[config.mk]
export PLATFORM = sky130hd
export DESIGN_NAME = rv32i_fetch_unit
export DESIGN_NICKNAME = d
export VERILOG_FILES = /design/src/rtl/rv32i_fetch_unit.sv
export SDC_FILE = /design/constraint.sdc
export NUM_CORES = 1
export LEC_CHECK = 0
export ABC_AREA = 1
export CORE_MARGIN = 10
export CORE_UTILIZATION = 25
export DETAILED_ROUTE_END_ITERATION = 10
export GPL_TIMING_DRIVEN = 0
export HOLD_SLACK_MARGIN = 0.08
export SLEW_MARGIN = 20
export SYNTH_ARGS = -nofsm -noshare
export SYNTH_HDL_FRONTEND = slang
export SYNTH_SLANG_ARGS = --single-unit
[constraint.sdc]
create_clock -name clk -period 1.95 [get_ports clk]
set_input_delay 0.39 -clock clk [delete_from_list [all_inputs] [get_ports clk]]
set_output_delay 0.39 -clock clk [all_outputs]
set_load 0.02 [all_outputs]
[src/rtl/rv32i_fetch_unit.sv]
// rv32i_fetch_unit: fetch stage issuing one valid/ready read per pc,
// turning misaligned pcs, bus errors and missing responses into error pulses.
module rv32i_fetch_unit #(
  parameter int ADDR_WIDTH     = 32,
  parameter int DATA_WIDTH     = 32,
  parameter int TIMEOUT_CYCLES = 16
) (
  input  logic                  clk,
  input  logic                  rst,
  input  logic                  fetch_req,
  input  logic [ADDR_WIDTH-1:0] pc,
  input  logic                  flush,
  output logic                  fetch_ready,
  output logic [DATA_WIDTH-1:0] instr,
  output logic                  instr_valid,
  output logic                  fetch_err,
  output logic [1:0]            err_cause,
  output logic                  mem_req_valid,
  input  logic                  mem_req_ready,
  output logic [ADDR_WIDTH-1:0] mem_addr,
  input  logic                  mem_rsp_valid,
  input  logic [DATA_WIDTH-1:0] mem_rsp_data,
  input  logic                  mem_rsp_err
);

  localparam int CW = $clog2(TIMEOUT_CYCLES);
  localparam logic [CW-1:0] CNT_MAX = CW'(TIMEOUT_CYCLES - 1);

  localparam logic [1:0] CAUSE_MISALIGN = 2'b01;
  localparam logic [1:0] CAUSE_TIMEOUT  = 2'b10;
  localparam logic [1:0] CAUSE_BUS      = 2'b11;

  typedef enum logic [1:0] {
    IDLE,
    REQ,
    WAIT,
    DRAIN
  } state_t;

  state_t        state;
  logic [CW-1:0] cnt;

  assign fetch_ready   = (state == IDLE);
  assign mem_req_valid = (state == REQ);

  always_ff @(posedge clk) begin
    if (rst) begin
      state       <= IDLE;
      cnt         <= '0;
      instr       <= '0;
      instr_valid <= 1'b0;
      fetch_err   <= 1'b0;
      err_cause   <= 2'b00;
      mem_addr    <= '0;
    end else begin
      instr_valid <= 1'b0;
      fetch_err   <= 1'b0;
      unique case (state)
        IDLE: begin
          if (fetch_req && !flush) begin
            if (pc[1:0] != 2'b00) begin
              fetch_err <= 1'b1;
              err_cause <= CAUSE_MISALIGN;
            end else begin
              mem_addr <= pc;
              state    <= REQ;
            end
          end
        end
        REQ: begin
          if (mem_req_ready) begin
            cnt   <= '0;
            state <= flush ? DRAIN : WAIT;
          end else if (flush) begin
            state <= IDLE;
          end
        end
        WAIT: begin
          if (cnt != CNT_MAX)
            cnt <= cnt + 1'b1;
          // a response beats a same-cycle timeout; flush suppresses both
          if (mem_rsp_valid) begin
            state <= IDLE;
            if (!flush) begin
              if (mem_rsp_err) begin
                fetch_err <= 1'b1;
                err_cause <= CAUSE_BUS;
              end else begin
                instr       <= mem_rsp_data;
                instr_valid <= 1'b1;
              end
            end
          end else if (cnt == CNT_MAX) begin
            state <= IDLE;
            if (!flush) begin
              fetch_err <= 1'b1;
              err_cause <= CAUSE_TIMEOUT;
            end
          end else if (flush) begin
            state <= DRAIN;
          end
        end
        DRAIN: begin
          if (mem_rsp_valid || cnt == CNT_MAX)
            state <= IDLE;
          else
            cnt <= cnt + 1'b1;
        end
        default: state <= IDLE;
      endcase
    end
  end

endmodule

Yosys cells after proc, flatten, opt, wreduce, memory -nomap -nowiden
Cells that the tools add are included.
{"block": "totals", "register_bits": 74, "in_bits": 71, "out_inout_bits": 70, "wordCells": 75}
{"block": "classes", "n_addsub": 1, "n_eq_ne": 18, "muxes": 31, "bitwise_logic": 5, "n_reduce_logical": 13}
{"op": "two-way mux 2 bit", "count": 15}
{"op": "two-way mux 4 bit", "count": 3}
{"op": "!= test 3 bit, second input constant", "count": 4}
{"op": "case mux 4 bit (3 select lines)", "count": 1}
{"op": "two-way mux 1 bit", "count": 9}
{"op": "!= test 2 bit, second input constant", "count": 4}
{"op": "!= test 4 bit, second input constant", "count": 2}
{"op": "case mux 2 bit (4 select lines)", "count": 1}
{"op": "AND reduction 4 bit", "count": 2}
{"op": "AND reduction 7 bit", "count": 1}
{"op": "!= test 2 x 1 -> 1 bit, second input constant", "count": 3}
{"op": "NOT 1 bit", "count": 5}
{"op": "AND reduction 5 bit", "count": 1}
{"op": "adder 4 x 1 -> 4 bit, second input constant", "count": 1}
{"op": "equality test 2 bit, second input constant", "count": 2}
{"op": "equality test 4 bit, second input constant", "count": 1}
{"op": "case mux 2 bit (2 select lines)", "count": 1}
{"op": "nonzero test 2 bit", "count": 2}
{"op": "OR reduction 4 bit", "count": 1}
{"op": "!= test 3 x 2 -> 1 bit, second input constant", "count": 1}
{"op": "AND reduction 3 bit", "count": 1}
{"op": "nonzero test 3 bit", "count": 1}
{"op": "equality test 2 x 1 -> 1 bit, second input constant", "count": 1}
{"op": "logical NOT 2 bit", "count": 1}
{"op": "other kinds (4)", "count": 4}

Longest topological paths before layout
{"block": "depth", "depth_word": 4, "depth_mapped": 10, "ltp_nobuf": 9}

Least setup slack after synthesis
Ideal clock, no wire load.
{"block": "synth_path", "path_type": "register -> register", "startpoint": "register state[0]", "endpoint": "register cnt[2]", "setup_time_ns": 0.114, "arrival_time_ns": 1.285, "required_ns": 1.836, "path_slack_ns": 0.551, "stages_incl_launch_ff": 8, "period_less_slack_ns": 1.399, "path_cell_list": "dfxtp_1 -> inv_2 -> nor2_1 -> nand2_1 -> nand2_1 -> nand2_1 -> nand2_1 -> nor2_1"}
{"block": "synth_between", "elab_chain_len": 3}
{"element": "start, declared", "line_no": "40", "source": "state_t state;"}
{"element": "start signal, assigned", "line_no": "73", "source": "state <= flush ? DRAIN : WAIT;"}
{"element": "equality test 2 x 1 -> 1 bit (*)"}
{"element": "named net mem_req_valid", "line_no": "18", "source": "output logic mem_req_valid,"}
{"element": "!= test 2 x 1 -> 1 bit (no source line) or nonzero test 3 bit (tied branches)"}
{"element": "AND reduction 4 bit (no source line)"}
{"element": "end signal, assigned", "line_no": "80", "source": "cnt <= cnt + 1'b1;"}
{"element": "end signal, assigned", "line_no": "107", "source": "cnt <= cnt + 1'b1;"}
{"element": "end, declared", "line_no": "41", "source": "logic [CW-1:0] cnt;"}
Mark *: on every way through the listed nets, which the timed path passes. The rest lies on a longest branch.
A chain may end at the register's enable or synchronous reset.

Worst setup path in the final report
{"block": "layout_path", "startpoint": "register state[0]", "endpoint": "output port mem_req_valid"}
{"block": "layout_between", "elab_chain_len": 1}
{"element": "equality test 2 x 1 -> 1 bit", "line_no": "44", "source": "assign mem_req_valid = (state == REQ);"}
{"element": "end, declared", "line_no": "18"}
No other way between the ends.

==> results.cfg <==
[sta]
fin_worst_skew_ps = 13.0
maxSlewViolCount = 0
rsz0062_at_grt = false
fmax_mhz = 554
final.period_utilization_pct = 92.5
period_minus_slack_ps = 1800
hold_viol_final = 0
setup_viol = 0
slew_headroom_pct = 70.5
tightest_slew_ps = 443

[power]
peakVddDrop_mv = 0.326
switching_share_pct = 33.7
netSwitchingPower_mw = 1.35
power.total_mw = 4.00
internal-power_mw = 2.65
clkPwrFrac_pct = 26.5
powerDensity_nw_per_um2 = 889
p_comb_share_pct = 29.7
leakagePower_nw = 1.81
seqPwrFrac_pct = 43.7

[drt]
drc = 0
dr_total_vias = 2887
ant_nets = 0
routed_via_density = 4.35
firstDrtPassIters = 4
drtIter0Drc = 76
drt_wl_total_mm = 9.26
wl_per_cell_um = 13.9

[critical_path]
startpoint = state[0]
worstPathMaxFanout = 5
required_ps = 1560
end_kind = primary output
worstRegToRegCells = 7
r2r-end = instr[23]
r2r_slack_ps = 380
crit_arrival_ps = 1410
crit_type = flop to primary output
r2r_start = state[0]
crit_path_start_kind = flop

[cts]
cts-buffers-inserted = 9
cts_tree = yes
cts_root_buffer = clkbuf_8
clk_path_buf_depth = 2
insertion_delay_ps = 330
clock-sinks = 74
htree_levels = 3
cts_setup_buffers = 0
clkTransAtPathRegs_ps = 80

[synth]
async_flop_share_pct = 0
ys_warn_count = 0
synth_edf_count = 0
synth_top_area_share_pct = 53.7
yosysMostFrequentCell = nor2_1
synthCells = 368
synth_top_cell_by_area = dfxtp_1
synth_seq_cells = 74
netlist_top_cells_count = nor2_1 (143), dfxtp_1 (74), o21ai_0 (63)
synth_flop_cell = dfxtp_1
synthesis.nets = 440
netlist_area_um2 = 2760
synth.top_cells.by_area = dfxtp_1 (54%), nor2_1 (19%), o21ai_0 (11%)
avgSynthCellArea_um2 = 7.49
ys_seq_area_share_pct = 53.7
synth.distinct_cells = 21

[hold_path]
hp-start = mem_addr[1]
whs_path_depth = 2
hold_class = flop to flop
whs_endpoint = mem_addr[1]

[flow_run]
max-cap-violations = 0

[final_layout]
area_growth_pct = 63.2
fillers = 1120
drive_above_1_share_pct = 5.92
fin_cells = 664
final_nets = 591
antenna_cells = 0

[global_routing]
grt_pass1_wl_mm = 14.6
grt_use_total_pct = 11.1
antenna_found_initial = 0
grt_max_degree = 14
overflow = 0
grt_pass1_vias = 2797

[die]
die_h_um = 125
die_x_um = 125
start_util_pct = 25.4
ios = 141
core-area_um2 = 10800
fp.dieArea_um2 = 15600
row_count = 38

[status]
status = completed

[placement]
routabilityCongestion = 0.778
io_buffers = 140
dp.cells = 648
dp_hpwl_mm = 7.06
[critical path, stage by stage, from the launching register on]
cell	delay, ps
dfxtp_1	450
inv_2	100
nor2_1	170
dlygate4sd2_1	360
[layout by cell type (no fill, tap or decap), drive strengths merged]
master / count
nor2: 144
clkdlybuf4s50: 138
dfxtp: 74
o21ai: 63
nand2: 33
clkbuf: 18
inv: 16
buf: 12
nand3: 5
a21oi: 4
clkinvlp: 3
o211ai: 2
nand4: 2
clkinv: 2
dlygate4sd2: 2
o2111ai: 1
nor3: 1
nand3b: 1
o21bai: 1
a31o: 1
ha: 1
[sequential cells by signal, summed over array words and instances (netlist names)]
signal and cells:
instr 32, state 2, cnt 4, fetch_err 1, err_cause 2, instr_valid 1, mem_addr 32
[area by class of cell]
type	instances	area, µm²	area share, %
Tap cell	140	175	3.89
Inverter	15	56.3	1.25
Buffer	20	98.8	2.20
Sequential cell	74	1480	32.9
Timing Repair Buffer	140	1400	31.1
Clock inverter	6	41.3	0.917
Multi-Input combinational cell	259	1120	24.9
Clock buffer	10	128	2.84
[routing by layer]
metal	part of all wire, %	vias up	GRT usage, %
met1	46	1275	13.5
met3	13	8	6.42
met2	41	127	16.3
li1	-	1477	-
met4	0.89	0	3.46
met5	0	-	0
[worst max path at each step]
stage / endpoint / slack, ps
2_1_floorplan: cnt[2] / 550
3_3_place_gp: mem_addr[22] / -20
3_5_place_dp: instr[27] / -60
4_1_cts: mem_req_valid / 110
5_1_grt: mem_req_valid / 20
6_report: mem_req_valid / 150
[stage by stage]
step                      cell area, µm²  hold slack, ps  TNS (ps)  setup slack [ps]  util, %
after floorplan                     2760             459         0               551        -
after global placement              4330             433      -412             -23.2     40.0
after detailed placement            4330             437     -1200             -63.5     40.0
after CTS                           4500             449         0               107     41.5
after global routing                4500             475         0              21.9     41.5
final                               4500             444         0               147     41.5
[power groups by stage]
stage          combinational [mW]  clock, mW  sequential, mW
3_3_place_gp                 1.21          0            1.77
6_report                     1.19       1.06            1.75
4_1_cts                      1.20       1.12            1.75
3_5_place_dp                 1.22          0            1.78
2_1_floorplan               0.563          0            1.90
5_1_grt                      1.32       1.17            1.76
[cells by family (layout without fill, tap and decap cells)]
logic type	after synthesis	after routing	share of synthesized area (%)
AO/OA/AOI/OAI	72	72	13.6
adder cells (fa/ha/maj)	1	1	0.454
buffers and inverters	35	191	5.63
flip-flops	74	74	53.7
AND/OR/NAND/NOR	186	186	26.6
[what timing repair did]
action | in CTS | in global routing
resized for setup | 2 | 0
setup endpoints to repair | 2 | 0
hold buffers | 0 | 0
Note: power is estimated with default switching activity, not from simulation.
